**src/rtl/seq_restoring_divider.sv**
```systemverilog
// -----------------------------------------------------------------------------
// seq_restoring_divider
//
// Purpose:
//   Sequential unsigned 3-bit / 3-bit restoring divider. It produces one
//   quotient bit per BUSY cycle, MSB first. Operands are loaded through a
//   small command interface. The quotient and remainder sit in output
//   registers that change only when an operation completes or on reset.
//
// Ports (packed into two byte-wide buses):
//   io_in[0]    clk   rising-edge clock
//   io_in[1]    rst   synchronous, active-high reset
//   io_in[3:2]  cmd   00 idle, 01 load dividend, 10 load divisor, 11 start
//   io_in[6:4]  data  operand value for the load commands
//   io_in[7]    unused, ignored
//   io_out[2:0] quotient
//   io_out[5:3] remainder
//   io_out[6]   busy
//   io_out[7]   done
//
// Handshake: a start is accepted at any rising edge where the block is not
//   busy (IDLE or DONE). busy is high from the accepting edge through the
//   second following edge. At the third edge after acceptance, quotient and
//   remainder update and done rises. done then stays high until the next
//   accepted start or reset. Load commands are accepted in IDLE and DONE.
//   They are ignored while busy.
//
// Configuration macro:
//   DIVIDER_EARLY_ZERO_EN - when defined, a start with divisor = 0 skips
//   the iterations. The result (quotient 7, remainder = dividend) appears one
//   edge after the start, and busy never asserts. When the macro is
//   undefined, divide-by-zero runs the normal three-iteration sequence.
//   The restoring step itself produces the same values in that case.
//
// Debug/checker visibility: the FSM state is held in state_q, and the
// iteration count is held in iter_q.
// -----------------------------------------------------------------------------
module seq_restoring_divider (
  input  logic [7:0] io_in,
  output logic [7:0] io_out
);

  typedef enum logic [1:0] {
    S_IDLE = 2'd0,
    S_BUSY = 2'd1,
    S_DONE = 2'd2
  } state_e;

  localparam logic [1:0] CMD_LD_DVD = 2'b01;
  localparam logic [1:0] CMD_LD_DVS = 2'b10;
  localparam logic [1:0] CMD_START  = 2'b11;

  // Unpack the input bus.
  logic       clk;
  logic       rst;
  logic [1:0] cmd;
  logic [2:0] data;
  logic       unused_in;

  assign clk       = io_in[0];
  assign rst       = io_in[1];
  assign cmd       = io_in[3:2];
  assign data      = io_in[6:4];
  assign unused_in = io_in[7];

  // Architectural state.
  state_e     state_q;
  logic [2:0] dvd_q;        // dividend operand register
  logic [2:0] dvs_q;        // divisor operand register
  logic [2:0] quo_q;        // visible quotient
  logic [2:0] rem_q;        // visible remainder
  logic       busy_q;
  logic       done_q;
  logic [1:0] iter_q;       // iteration counter, 0..2

  // Working copies used during an operation. They are kept apart from the
  // operand and result registers so that loads and outputs stay independent
  // of an operation in flight.
  logic [2:0] work_dvd_q;   // dividend, shifted left one bit per iteration
  logic [2:0] work_dvs_q;   // divisor captured at start
  logic [2:0] prem_q;       // partial remainder (always < 8 between steps)
  logic [1:0] work_quo_q;   // quotient bits gathered so far

`ifdef DIVIDER_EARLY_ZERO_EN
  // Set on the edge that accepts a divide-by-zero start. The result is
  // published on the following edge. The FSM stays in IDLE meanwhile, and
  // busy stays low.
  logic       zpend_q;
`endif

  // One restoring step.
  // The partial remainder is shifted left, and the next dividend bit enters
  // at the bottom. This needs 4 bits, because the shifted value can reach 13.
  // When the shifted value is at least the divisor, it is reduced. The
  // reduced value is smaller than the divisor, so 3 bits of the difference
  // are enough. When no reduction happens, the shifted value is already
  // smaller than the divisor and fits in 3 bits.
  // With divisor 0 the compare always succeeds, and nothing is subtracted.
  // The quotient therefore fills with ones, and the remainder ends up equal
  // to the dividend.
  logic [3:0] shift_d;
  logic       qbit_d;
  logic [2:0] prem_d;
  logic [2:0] quo_d;

  always_comb begin
    shift_d = {prem_q, work_dvd_q[2]};
    qbit_d  = (shift_d >= {1'b0, work_dvs_q});
    prem_d  = qbit_d ? (shift_d[2:0] - work_dvs_q) : shift_d[2:0];
    quo_d   = {work_quo_q, qbit_d};
  end

  // Control and datapath FSM.
  always_ff @(posedge clk) begin
    if (rst) begin
      state_q    <= S_IDLE;
      dvd_q      <= 3'd0;
      dvs_q      <= 3'd0;
      quo_q      <= 3'd0;
      rem_q      <= 3'd0;
      busy_q     <= 1'b0;
      done_q     <= 1'b0;
      iter_q     <= 2'd0;
      work_dvd_q <= 3'd0;
      work_dvs_q <= 3'd0;
      prem_q     <= 3'd0;
      work_quo_q <= 2'd0;
`ifdef DIVIDER_EARLY_ZERO_EN
      zpend_q    <= 1'b0;
`endif
    end else begin
      case (state_q)
        S_IDLE, S_DONE: begin
`ifdef DIVIDER_EARLY_ZERO_EN
          if (zpend_q) begin
            // Publish the divide-by-zero result. Commands are ignored on
            // this edge, as they would be while busy.
            zpend_q <= 1'b0;
            state_q <= S_DONE;
            quo_q   <= 3'd7;
            rem_q   <= work_dvd_q;
            done_q  <= 1'b1;
          end else begin
`endif
          case (cmd)
            CMD_LD_DVD: dvd_q <= data;
            CMD_LD_DVS: dvs_q <= data;
            CMD_START: begin
              // Capture the operand registers as they stand at this edge.
              work_dvd_q <= dvd_q;
              work_dvs_q <= dvs_q;
              prem_q     <= 3'd0;
              work_quo_q <= 2'd0;
              iter_q     <= 2'd0;
              done_q     <= 1'b0;
`ifdef DIVIDER_EARLY_ZERO_EN
              if (dvs_q == 3'd0) begin
                zpend_q <= 1'b1;
                state_q <= S_IDLE;
              end else begin
                state_q <= S_BUSY;
                busy_q  <= 1'b1;
              end
`else
              state_q <= S_BUSY;
              busy_q  <= 1'b1;
`endif
            end
            default: ;
          endcase
`ifdef DIVIDER_EARLY_ZERO_EN
          end
`endif
        end

        S_BUSY: begin
          // All commands are ignored here. That includes start, so an
          // operation in flight cannot be restarted.
          prem_q     <= prem_d;
          work_quo_q <= quo_d[1:0];
          work_dvd_q <= {work_dvd_q[1:0], 1'b0};
          if (iter_q == 2'd2) begin
            state_q <= S_DONE;
            busy_q  <= 1'b0;
            done_q  <= 1'b1;
            quo_q   <= quo_d;
            rem_q   <= prem_d;
            iter_q  <= 2'd0;
          end else begin
            iter_q <= iter_q + 2'd1;
          end
        end

        default: begin
          state_q <= S_IDLE;
          busy_q  <= 1'b0;
          done_q  <= 1'b0;
        end
      endcase
    end
  end

  assign io_out = {done_q, busy_q, rem_q, quo_q};

endmodule

```
**config.mk**
```make
export PLATFORM = sky130hd
export DESIGN_NAME = seq_restoring_divider
export DESIGN_NICKNAME = d
export VERILOG_FILES = /design/src/rtl/seq_restoring_divider.sv
export SDC_FILE = /design/constraint.sdc
export NUM_CORES = 1
export LEC_CHECK = 0
export ABC_AREA = 1
export CELL_PAD_IN_SITES_DETAIL_PLACEMENT = 1
export CELL_PAD_IN_SITES_GLOBAL_PLACEMENT = 1
export CORE_MARGIN = 4
export CORE_UTILIZATION = 41
export DETAILED_ROUTE_END_ITERATION = 16
export DONT_BUFFER_PORTS = 1
export GPL_TIMING_DRIVEN = 1
export PLACE_DENSITY_LB_ADDON = 0.1
export SLEW_MARGIN = 20
export SYNTH_ARGS = -nofsm -noshare
export SYNTH_HDL_FRONTEND = slang
export SYNTH_SLANG_ARGS = --single-unit
```
**constraint.sdc**
```tcl
create_clock -name io_in -period 2.5 [get_ports io_in]
set_input_delay 0.5 -clock io_in [delete_from_list [all_inputs] [get_ports io_in]]
set_output_delay 0.5 -clock io_in [all_outputs]
set_load 0.005 [all_outputs]
```
==> impl_metrics.yaml, run 1 <==
logic_synthesis:
  syn-instance-count: 157
  syn_nets: 169
  syn_area_um2: 1190
  ys_warn_count: 0
  synth_seq_area_share_pct: 45.4
  synth_area_per_cell_um2: 7.59
  synth_seq_cells: 27
  synth_cell_types: 21
layout:
  fin_area_um2: 1910
  fin_cells: 271
  area_growth_pct: 60.0
  antenna_cells: 0
  drive_gt1_share_pct: 29.6
  nNetsFinal: 240
worst_hold_path:
  hp-class: "clock port to flip-flop"
  hp-start: "io_in[1]"
  hold_end: "prem_q[2]"
  hold_depth: 4
floorplanning:
  dieHeight_um: 61.9
  coreArea_um2: 2760
  die_area_um2: 3830
  floorplan.initialDensity_pct: 43.2
  rows: 19
  ios: 16
  die_w_um: 61.9
clock_network:
  clk-insertion-delay-late_ns: 0.34
  cts_tree: "yes"
  cts_resized: 0
  post_cts_buffers: 0
  clk_pin_slew_ns: 0.17
  postCtsHoldBufs: 0
placed_design:
  portBuffers: 0
  placed_cell_area_um2: 1200
  gp_congestion: 0.833
  place_inst: 183
  dp_hpwl_mm: 1.95
worst_setup_path:
  rr_endpoint: "rem_q[0]"
  cpMostUsedCell: "clkbuf_4"
  critPathRequiredTime_ns: 2.77
  r2r_cells: 13
  start_kind: "clock port"
  crit_path_max_fanout: 2
  r2r_start: "work_dvd_q[2]"
  cp.arrival_ns: 2.63
  cp_cell_sequence: "clkbuf_4, clkbuf_4, clkbuf_4, inv_1, nor2_1, clkbuf_4, clkbuf_4, nand2_1, clkbuf_4, clkbuf_4, nand2_1, a21oi_1"
  slowest_stage: "a21oi_1"
  r2r_slack_ns: 0.42
  worst-setup-path-type: "clock port to flip-flop"
  crit_path_end_kind: "flip-flop"
  cp_slowest_stage_delay_ns: 0.19
power:
  powerDensity_nw_per_um2: 2040
  ir_drop_mv: 1.73
  leakagePower_nw: 0.883
sta:
  rsz0062_at_grt: "false"
  timing.final.max_slew_violations: 0
  setup_viol: 0
  skew_ns: 0.00549
  report.final.hold_viol_count: 0
  worst_slew_pin_slew_ns: 0.402
  tns_ns: 0
  maxSlewHeadroom_pct: 73.1
run:
  maxCapViolCount: 0
routing:
  drt-total-wl_mm: 6.00
  vias: 1652
  antenna_left: 0
  wl_per_cell_um: 22.1
  drt-initial-drc-count: 216
  first_pass_iters: 8
  drc: 0
  vias_per_cell: 6.10
global_route:
  antenna_found_initial: 0
  grt_pass1_vias: 2417
  grt_max_degree: 17
  grt.total_usage_pct: 35.2
  grt-ovfl-total: 0
  grt_first_pass_wirelength_mm: 9.61
status:
  status: "completed"
-- critical path, delay by kind of cell --
family / cells / cell delay, ns
AOI/OAI and AO/OA: 1 / 0.19
and+or+nand+nor: 3 / 0.17
buffers and inverters: 8 / 1.01
-- worst max-delay path by stage --
stage / from / end / slack [ns]
finish: io_in[2] / dvd_q[0] / 0.14
global route: io_in[2] / dvd_q[1] / 0.11
CTS: io_in[3] / work_dvd_q[2] / 0.09
detailed placement: io_in[2] / dvs_q[0] / 0.73
global placement: io_in[2] / dvs_q[0] / 0.73
floorplan: io_in[1] / dvs_q[0] / 0.64
-- layout make-up --
cell class	instances	area, um^2
fill	335	852
inverter	15	56.3
clock buffer	62	509
multi-input combinational	103	541
clock inverter	33	220
sequential	27	541
tap	31	38.8
-- cells in the mapped netlist --
| cell | instances | share of area, % |
|---|---|---|
| nand3b_1 | 1 | 0.63 |
| fa_1 | 1 | 1.7 |
| nor3_4 | 1 | 1.4 |
| xor2_1 | 1 | 0.74 |
| o21ai_0 | 12 | 5.0 |
| nand2_4 | 2 | 1.9 |
| inv_1 | 20 | 6.3 |
| buf_4 | 2 | 1.3 |
| dfxtp_1 | 27 | 45 |
| a31oi_1 | 2 | 1.1 |
| a221oi_1 | 1 | 0.74 |
| a21oi_1 | 18 | 7.6 |
| clkbuf_1 | 2 | 0.63 |
| nand3_4 | 1 | 1.5 |
| nor2_1 | 14 | 4.4 |
| ha_1 | 3 | 3.2 |
| buf_2 | 1 | 0.42 |
| nand2_1 | 35 | 11 |
| nand3_1 | 9 | 3.8 |
| inv_2 | 2 | 0.63 |
| o21ai_1 | 2 | 0.84 |
-- cell families (layout without fill, tap and decap cells) --
kind of cell             count (synthesis)  count (layout)  share of synthesized area (%)
flip-flops                              27              27                           45.4
AND/OR/NAND/NOR                         63              63                           24.6
XOR/XNOR                                 1               1                          0.735
AO/OA/AOI/OAI                           35              35                           15.2
buffers and inverters                   27             110                           9.24
adder cells (fa/ha/maj)                  4               4                           4.83
-- power breakdown --
part | switching [mW] | internal [mW] | total [mW]
Clock | 1.56 | 1.85 | 3.41
Combinational | 0 | 0 | 0.0000000881
Sequential | 0 | 0.482 | 0.482
-- layer usage --
| metal | vias to the layer above | part of all wire, % | track usage, % |
|---|---|---|---|
| met5 | - | 0 | 7.14 |
| met4 | 0 | 9.1 | 50.3 |
| met3 | 74 | 15 | 47.3 |
| met2 | 174 | 40 | 36.9 |
| met1 | 743 | 35 | 22.6 |
| li1 | 661 | - | - |
-- flip-flops by register name (all words and copies together), names as in the netlist --
register	count
dvd_q	3
dvs_q	3
iter_q	2
prem_q	3
quo_q	3
rem_q	3
state_q	2
work_dvd_q	3
work_dvs_q	3
work_quo_q	2
-- placed cells by master, fill, tap and decap left out --
cell type,n
nand2_1,35
nand3_4,1
a221oi_1,1
bufinv_16,3
inv_2,7
xor2_1,1
dfxtp_1,27
inv_1,36
nand3_1,9
o21ai_0,12
o21ai_1,2
nor3_4,1
nand2_4,2
a31oi_1,2
clkbuf_1,7
bufinv_8,1
clkbuf_4,51
clkinvlp_4,1
fa_1,1
nand3b_1,1
nor2_1,14
clkbuf_16,4
ha_1,3
a21oi_1,18
-- per-stage QoR --
| stage | hold WS (ns) | total power, mW | setup slack [ns] | utilization (%) |
|---|---|---|---|---|
| 2_1_floorplan | 0.189 | 1.08 | 0.643 | - |
| 3_3_place_gp | 0.0691 | 1.00 | 0.734 | 43.6 |
| 3_5_place_dp | 0.0691 | 1.00 | 0.732 | 43.6 |
| 4_1_cts | 0.118 | 4.01 | 0.0911 | 69.4 |
| 5_1_grt | 0.110 | 4.23 | 0.112 | 69.1 |
| 6_report | 0.126 | 3.89 | 0.142 | 69.1 |
Power figures use the tool's default switching activity.
==> run 2: changes to the inputs <==
--- a/config.mk
+++ b/config.mk
@@ -5,7 +5,6 @@
 export SDC_FILE = /design/constraint.sdc
 export NUM_CORES = 1
 export LEC_CHECK = 0
-export ABC_AREA = 1
 export CELL_PAD_IN_SITES_DETAIL_PLACEMENT = 1
 export CELL_PAD_IN_SITES_GLOBAL_PLACEMENT = 1
 export CORE_MARGIN = 4
==> run 2 against run 1 <==
Die area up 1.6%; synthesized area up 1.9%; cell count down 19%; critical path type unchanged; critical endpoint is now prem_q[1].
==> impl_metrics.yaml, run 2 <==
global_route:
  grt_max_degree: 17
  antenna_found_initial: 0
  grt-ovfl-total: 0
  grt.total_usage_pct: 28.0
  grt_first_pass_wirelength_mm: 8.80
  grt_pass1_vias: 2129
logic_synthesis:
  yosysTopAreaCell: "dfxtp_1"
  synth_top_area_share_pct: 44.5
  syn_nets: 147
  synth_cell_types: 34
  yosys-top-cells-area: "dfxtp_1, mux2i_1, nor2_1"
  yosys-top-cells-count: "dfxtp_1, nor2_1, mux2i_1, inv_1"
  syn-instance-count: 135
  synth_area_per_cell_um2: 8.99
  yosysMostFrequentCell: "dfxtp_1"
  synth_seq_area_share_pct: 44.5
  ys_warn_count: 0
  yosys_most_used_dff: "dfxtp_1"
  synth_seq_cells: 27
  async_flop_share_pct: 0
  syn_area_um2: 1210
  synth_edf_count: 0
worst_hold_path:
  hp-class: "clock port to flip-flop"
sta:
  maxSlewHeadroom_pct: 69.2
  worst_slew_pin_slew_ns: 0.461
  fin_ws_ns: 0.0765
  rsz0062_at_grt: "false"
  tns_ns: 0
  report.final.hold_viol_count: 0
  timing.final.max_slew_violations: 0
  hold_slack_ns: 0.0379
  setup_viol: 0
  skew_ns: 0.00678
power:
  ir_drop_mv: 1.26
  powerDensity_nw_per_um2: 1900
  leakagePower_nw: 0.785
  total_power_mw: 3.39
worst_setup_path:
  start_kind: "clock port"
  crit_path_end_kind: "flip-flop"
  cp.arrival_ns: 2.73
  crit_path_max_fanout: 5
  critPathRequiredTime_ns: 2.81
  worst-setup-path-type: "clock port to flip-flop"
status:
  status: "completed"
routing:
  drt-total-wl_mm: 4.76
  drt-initial-drc-count: 148
  vias_per_cell: 6.40
  vias: 1402
  first_pass_iters: 5
  drc: 0
  wl_per_cell_um: 21.7
  antenna_left: 0
floorplanning:
  coreArea_um2: 2780
  die_area_um2: 3890
  ios: 16
  die_w_um: 62.4
  dieHeight_um: 62.4
  floorplan.initialDensity_pct: 43.6
  rows: 19
layout:
  fill_cells: 321
  mostFrequentLayoutCells: "clkbuf_4, dfxtp_1, inv_1, nor2_1, mux2i_1"
  drive_gt1_share_pct: 29.3
  nNetsFinal: 192
  antenna_cells: 0
  area_growth_pct: 46.8
  final_common_cell: "clkbuf_4"
placed_design:
  portBuffers: 0
  dp_hpwl_mm: 1.90
  post-place-ws_ns: 0.352
  gp_congestion: 0.741
clock_network:
  cts_tree: "yes"
  clk-insertion-delay-late_ns: 0.35
  postCtsHoldBufs: 0
  clk_pin_slew_ns: 0.17
run:
  maxCapViolCount: 0
run 2: changes by cell type after synthesis, moves of 3 or more:
cell      delta
nand2_1     -28
inv_1       -11
mux2i_1     +11
a21oi_1     -10
nor3_1       +4
o21ai_0      -4
clkbuf_1     +3
run 2: cells by family (layout without fill, tap and decap cells):
group           after synthesis  count (layout)  share of synthesized area (%)
mux                          11              11                           9.07
fa+ha+maj                     4               4                           4.74
buf+inv                      18              71                           6.60
simple gates                 48              48                           21.4
flops                        27              27                           44.5
compound gates               27              27                           13.6
run 2: metrics by stage:
stage	std cells	area, um^2	util [%]
after detailed placement	157	1210	43.4
after global placement	157	1210	43.4
after global routing	219	1780	64.1
after CTS	219	1780	64.1
final	219	1780	64.1
after floorplan	135	1210	-
run 2: metal layers:
layer  up-vias  part of all wire, %  global-route usage (%)
met5         -                    0                       0
met4         0                  9.3                    52.5
met3        58                   12                    25.7
met2       115                   46                    28.8
met1       647                   33                    20.7
li1        582                    -                       -
run 2: path summary, 6_finish.rpt:
check                                    from  cells past startpoint  slack [ns]         to
worst max-delay path                 io_in[1]                      7        0.08  prem_q[1]
worst min-delay path                 io_in[5]                      4        0.04   dvs_q[1]
worst max register to register  work_dvd_q[2]                      7        0.26  prem_q[1]
worst min register to register  work_quo_q[1]                      2        0.47   quo_q[2]
run 2: area by class of cell:
class	instances	area [um^2]	area share, %
Inverter	8	30.0	1.69
Tap cell	31	38.8	2.18
Multi-Input combinational cell	90	602	33.8
Clock inverter	15	116	6.53
Sequential cell	27	541	30.3
Clock buffer	48	454	25.5
run 2: critical path, cell delays in order:
cell       delay (ns)
clkbuf_4         0.17
clkbuf_16        0.17
or3b_1           0.34
clkbuf_4         0.15
clkbuf_4         0.14
or4_4            0.42
nand3_2          0.09
run 2: power breakdown:
group	internal (mW)	switching, mW
clock network	1.67	1.24
registers	0.482	0
logic	0	0
run 2: timing repair:
item	CTS	global route
setup buffers	0	0
gates resized for setup	2	0
setup endpoints to repair	1	0
